$ cat src/rtl/ff_add_mod.sv
// ff_add_mod: multi-cycle modular adder over GF(2^255 - 19).
// One 64-bit adder chain produces s = a + b limb by limb. A 64-bit subtractor
// chain, running one limb behind, produces d = s - p. The final borrow picks
// s (a + b < p) or d (a + b >= p).
// Optional build macro FF_ADD_STRICT_EN adds the err output. err flags
// non-canonical operands (>= p) and is reported together with done.
module ff_add_mod (
    input  logic         clk,
    input  logic         rst,
    input  logic         start,
    input  logic [254:0] a_i,
    input  logic [254:0] b_i,
    output logic [254:0] out,
    output logic         done
`ifdef FF_ADD_STRICT_EN
    ,
    output logic         err
`endif
);

    localparam int LIMB_W = 64;
    localparam logic [255:0] P =
        256'h7FFFFFFFFFFFFFFF_FFFFFFFFFFFFFFFF_FFFFFFFFFFFFFFFF_FFFFFFFFFFFFFFED;

    typedef enum logic [2:0] {IDLE, C1, C2, C3, C4, C5, C6} state_t;

    state_t state_q, state_d;

    logic [255:0] a_q, b_q, s_q;
    logic [254:0] d_q;
    logic         carry_q, borrow_q;
    logic [254:0] out_q;
    logic         done_q;

    logic               add_en, sub_en;
    logic [1:0]         add_idx, sub_idx;
    logic [LIMB_W:0]    add_res, sub_res;
    logic [LIMB_W-1:0]  a_limb, b_limb, s_limb, p_limb;

    // State register
    always_ff @(posedge clk or posedge rst) begin
        if (rst) state_q <= IDLE;
        else     state_q <= state_d;
    end

    // Next state and per-state limb selection for the two arithmetic chains
    always_comb begin
        state_d = state_q;
        add_en  = 1'b0;
        sub_en  = 1'b0;
        add_idx = 2'd0;
        sub_idx = 2'd0;
        case (state_q)
            IDLE: if (start) state_d = C1;
            C1: begin state_d = C2; add_en = 1'b1; add_idx = 2'd0; end
            C2: begin state_d = C3; add_en = 1'b1; add_idx = 2'd1;
                      sub_en = 1'b1; sub_idx = 2'd0; end
            C3: begin state_d = C4; add_en = 1'b1; add_idx = 2'd2;
                      sub_en = 1'b1; sub_idx = 2'd1; end
            C4: begin state_d = C5; add_en = 1'b1; add_idx = 2'd3;
                      sub_en = 1'b1; sub_idx = 2'd2; end
            C5: begin state_d = C6; sub_en = 1'b1; sub_idx = 2'd3; end
            C6: state_d = IDLE;
            default: state_d = IDLE;
        endcase
    end

    // One limb of the adder and one limb of the trial subtraction.
    // The subtractor reads the s limb that the adder wrote in the previous cycle.
    always_comb begin
        a_limb  = a_q[{add_idx, 6'd0} +: LIMB_W];
        b_limb  = b_q[{add_idx, 6'd0} +: LIMB_W];
        s_limb  = s_q[{sub_idx, 6'd0} +: LIMB_W];
        p_limb  = P[{sub_idx, 6'd0} +: LIMB_W];
        add_res = {1'b0, a_limb} + {1'b0, b_limb} + {{LIMB_W{1'b0}}, carry_q};
        sub_res = {1'b0, s_limb} - {1'b0, p_limb} - {{LIMB_W{1'b0}}, borrow_q};
    end

`ifdef FF_ADD_STRICT_EN
    logic flag_q, err_q;

    // Latch the non-canonical operand flag on accept; report it at completion
    always_ff @(posedge clk or posedge rst) begin
        if (rst) begin
            flag_q <= 1'b0;
            err_q  <= 1'b0;
        end else begin
            if (state_q == IDLE && start)
                flag_q <= ({1'b0, a_i} >= P) | ({1'b0, b_i} >= P);
            if (state_q == C6)
                err_q <= flag_q;
        end
    end

    assign err = err_q;
`endif

    // Operand capture, limb-serial sum/difference, and final selection
    always_ff @(posedge clk or posedge rst) begin
        if (rst) begin
            a_q      <= '0;
            b_q      <= '0;
            s_q      <= '0;
            d_q      <= '0;
            carry_q  <= 1'b0;
            borrow_q <= 1'b0;
            out_q    <= '0;
            done_q   <= 1'b0;
        end else begin
            done_q <= 1'b0;
            if (state_q == IDLE && start) begin
                a_q      <= {1'b0, a_i};
                b_q      <= {1'b0, b_i};
                carry_q  <= 1'b0;
                borrow_q <= 1'b0;
            end
            if (add_en) begin
                s_q[{add_idx, 6'd0} +: LIMB_W] <= add_res[LIMB_W-1:0];
                carry_q <= add_res[LIMB_W];
            end
            if (sub_en) begin
                case (sub_idx)
                    2'd0:    d_q[63:0]    <= sub_res[63:0];
                    2'd1:    d_q[127:64]  <= sub_res[63:0];
                    2'd2:    d_q[191:128] <= sub_res[63:0];
                    default: d_q[254:192] <= sub_res[62:0];
                endcase
                borrow_q <= sub_res[LIMB_W];
            end
            if (state_q == C6) begin
                // Final borrow set means a + b < p, so the unreduced sum is the result
                out_q  <= borrow_q ? s_q[254:0] : d_q;
                done_q <= 1'b1;
            end
        end
    end

    assign out  = out_q;
    assign done = done_q;

endmodule
$ cat config.mk
export PLATFORM = sky130hd
export DESIGN_NAME = ff_add_mod
export DESIGN_NICKNAME = d
export VERILOG_FILES = /design/src/rtl/ff_add_mod.sv
export SDC_FILE = /design/constraint.sdc
export NUM_CORES = 2
export LEC_CHECK = 0
export CAP_MARGIN = 20
export CORE_ASPECT_RATIO = 1.5
export CORE_UTILIZATION = 55
export DETAILED_ROUTE_END_ITERATION = 10
export HOLD_SLACK_MARGIN = 0.1
export PLACE_DENSITY_LB_ADDON = 0.1
export SLEW_MARGIN = 5
export SYNTH_ARGS = -nofsm -noshare
export SYNTH_HDL_FRONTEND = slang
export SYNTH_SLANG_ARGS = --single-unit
export TNS_END_PERCENT = 20
$ cat constraint.sdc
create_clock -name clk -period 55.6 [get_ports clk]
set_input_delay 11.12 -clock clk [delete_from_list [all_inputs] [get_ports clk]]
set_output_delay 11.12 -clock clk [all_outputs]
set_load 0.005 [all_outputs]
==> impl_metrics.py <==
metrics = {
    "status": {
        "status": "complete, no violations",
    },
    "setup_path": {
        "cp_slowest_cell": "buf_4",
        "crit_path_frequent_cell": "buf_4",
        "slowest_delay_ps": 920,
        "endpoint_kind": "asynchronous set/reset pin",
        "reg2reg_depth": 15,
        "timing.rr.start": "state_q[2]",
        "crit_type": "in2async",
        "crit_chain": "clkdlybuf4s50_1, inv_8, buf_4, buf_4, buf_4, buf_4, buf_12",
        "crit_family": "buffers and inverters",
        "critical_path_buf_inv_count": 7,
        "cp_max_fo": 180,
        "r2r-end": "d_q[59]",
        "reg2reg_slack_ps": 48100,
        "critPathLaunchType": "input port",
        "critical_path_arrival_ps": 16440,
        "crit_required_ps": 56320,
    },
    "detailed_routing": {
        "drtPass1Iterations": 8,
        "finalWirelength_microns": 203000,
        "avgRoutedWirePerCell_microns": 24.0,
        "ant_nets": 0,
        "drc": 0,
        "via_per_inst": 6.04,
        "vias": 51100,
        "drt_iter0_drc": 4527,
    },
    "cells_and_area": {
        "layout.area.seq_sq_um": 32100,
        "multi_input_area_sq_um": 28500,
        "nFillCells": 9078,
        "drive_gt1_frac": 0.110,
        "nNetsFinal": 7535,
        "areaGrowthSynthToFinish_pct": 19.7,
    },
    "clock_network": {
        "cts.sinks": 1282,
        "cts-root-buf": "clkbuf_16",
        "h-tree-depth": 3,
        "path_clk_slew_ps": 60,
        "postCtsSetupBuffers": 0,
        "cts-resized-gates": 0,
        "tritoncts": "done",
        "hold_buffers": 0,
        "numCtsBuffers": 119,
        "clockBufferDepth": 3,
        "insertion_delay_ps": 740,
    },
    "global_routing": {
        "met2_usage": 0.569,
        "grt_overflow": 0,
        "grt_antenna_before_repair": 49,
        "grt_pass1_vias": 50300,
        "grt_max_degree": 226,
        "grt_util_met1": 0.439,
        "use_met3": 0.0720,
        "grtUsageTotal": 0.349,
        "grt_pass1_wl_microns": 307000,
        "grt_most_used_layer": "met2",
    },
    "logic_synthesis": {
        "yosysWarnings": 0,
        "synth.distinct_cells": 79,
        "synthCells": 6391,
        "ys_async_sr_fraction": 1.00,
        "yosysSeqAreaShare": 0.508,
        "ys.flop_type": "dfrtp_1",
        "synthesis.nets": 7041,
        "syn_avg_cell_area_sq_um": 9.89,
        "ys_seq_elements": 1282,
        "syn_area_sq_um": 63200,
        "synth_edf_count": 0,
    },
    "timing": {
        "drv_slew": 0,
        "rsz0062_at_grt": "false",
        "slew_headroom": 0.264,
        "fin_worst_skew_ps": 23.4,
        "final-hold-violation-count": 0,
        "period_needed_ps": 15720,
        "tightest_slew_ps": 1100,
        "finalSetupViolCount": 0,
        "setup_tns_ps": 0,
        "fmax_mhz": 63.6,
        "period_share": 0.283,
    },
    "floorplanning": {
        "row_count": 151,
        "dieArea_sq_um": 116000,
        "die_w_microns": 279,
        "pin_count": 769,
        "coreArea_sq_um": 113000,
        "initial_core_util": 0.557,
        "chipHeight_microns": 417,
    },
    "min_path": {
        "worstHoldEndpoint": "out[241]",
        "hold-path-cell-count": 2,
        "hp-start": "out[241]",
        "holdCritPathClass": "reg2reg",
    },
    "job": {
        "max_cap_violations": 0,
    },
    "placement": {
        "portBuffers": 768,
        "dpl.hpwl_microns": 145000,
        "routabilityCongestion": 0.924,
    },
}
-- state kept, by name, indices dropped and copies added, names as in the netlist --
name	count
s_q	256
a_q	255
b_q	255
d_q	255
out	255
state_q	3
borrow_q	1
carry_q	1
done	1
-- cells by family after synthesis --
kind of cell	synth area share
buffers and inverters	0.0425
XOR/XNOR	0.0172
multiplexers	0.134
AO/OA/AOI/OAI	0.177
flip-flops	0.508
AND/OR/NAND/NOR	0.0946
adder cells (fa/ha/maj)	0.0275
-- worst max-delay path by stage --
stage | startpoint | to | slack (ps) | cells past startpoint
final | rst | d_q[236] | 39880 | 7
after global routing | rst | d_q[48] | 39080 | 7
after CTS | rst | d_q[179] | 39740 | 7
after detailed placement | rst | out[109] | 38970 | 7
after global placement | rst | out[44] | 39050 | 7
after floorplan | rst | a_q[0] | 8350 | 1
-- placed cells by master, fill, tap and decap left out, types with 25 or more instances in the layout --
| cell type | synthesis | routed |
|---|---|---|
| dfrtp_1 | 1282 | 1278 |
| nand2_1 | 1007 | 1001 |
| o21ai_0 | 847 | 847 |
| clkdlybuf4s50_1 | 0 | 768 |
| a21oi_1 | 522 | 521 |
| mux2_2 | 393 | 393 |
| nor2_1 | 313 | 311 |
| mux2i_1 | 259 | 259 |
| o22ai_1 | 252 | 252 |
| inv_1 | 228 | 226 |
| ha_1 | 134 | 132 |
| clkbuf_16 | 0 | 120 |
| a21o_1 | 73 | 73 |
| xnor2_1 | 69 | 69 |
| mux4_2 | 63 | 63 |
| a22o_1 | 58 | 58 |
| buf_4 | 4 | 57 |
| o31ai_1 | 56 | 56 |
| xor2_1 | 55 | 55 |
| nand3_1 | 30 | 29 |
| clkbuf_1 | 404 | 29 |
| diode_2 | 0 | 28 |
| a31oi_1 | 27 | 27 |
| clkbuf_8 | 2 | 27 |
| o21bai_1 | 25 | 25 |
-- synth_stat cells (6+ instances only) --
master,n,share of area
a21boi_0,10,0.0012
a21o_1,73,0.0087
a21oi_1,522,0.041
a22o_1,58,0.0080
a31oi_1,27,0.0027
and2_1,9,0.00089
and3_1,17,0.0017
buf_1,32,0.0019
buf_2,6,0.00048
clkbuf_1,404,0.024
dfrtp_1,1282,0.51
ha_1,134,0.027
inv_1,228,0.014
mux2_2,393,0.070
mux2i_1,259,0.041
mux4_2,63,0.022
nand2_1,1007,0.060
nand2b_1,18,0.0018
nand3_1,30,0.0024
nand4_1,19,0.0019
nor2_1,313,0.019
nor2b_1,9,0.00089
nor3_1,15,0.0012
o211ai_1,15,0.0018
o21a_1,20,0.0024
o21ai_0,847,0.067
o21bai_1,25,0.0030
o22ai_1,252,0.025
o31ai_1,56,0.0067
or3_1,6,0.00059
xnor2_1,69,0.0096
xor2_1,55,0.0076
-- per-stage QoR --
step / worst slack [ps] / area, sq um / hold WS [ps] / util / cells
after floorplan: 8350 / 63200 / 449 / - / 6391
after global placement: 39050 / 71500 / 460 / 0.631 / 8215
after detailed placement: 38970 / 71500 / 469 / 0.631 / 8215
after CTS: 39740 / 75500 / 483 / 0.666 / 8436
after global routing: 39080 / 75600 / 495 / 0.667 / 8461
final: 39880 / 75600 / 477 / 0.667 / 8466
-- worst reg2reg max path: stages (launching register included) --
cell,delay (ps)
dfrtp_4,1020
ha_1,380
nand4b_1,200
nand2_4,530
buf_4,620
buf_4,560
mux4_2,610
ha_1,490
nand2_1,180
or4_1,630
or4_1,670
o311ai_4,410
a21oi_1,210
o21a_1,270
xor2_1,400
o21ai_0,170
-- area by class of cell --
| type | count | area share |
|---|---|---|
| Inverter | 228 | 0.0114 |
| Antenna cell | 28 | 0.000927 |
| Multi-Input combinational cell | 4423 | 0.377 |
| Clock buffer | 176 | 0.0461 |
| Sequential cell | 1282 | 0.424 |
| Timing Repair Buffer | 831 | 0.109 |
| Tap cell | 1453 | 0.0240 |
| Clock inverter | 45 | 0.00675 |
-- routing by layer --
metal / wire length (microns) / share of wire
met5: 230 / 0.0011
met4: 10400 / 0.051
met3: 14900 / 0.074
met2: 98800 / 0.49
met1: 79000 / 0.39
Power is not shown: default switching activity piles up to over one toggle a cycle in this logic, so the estimate is an artifact.
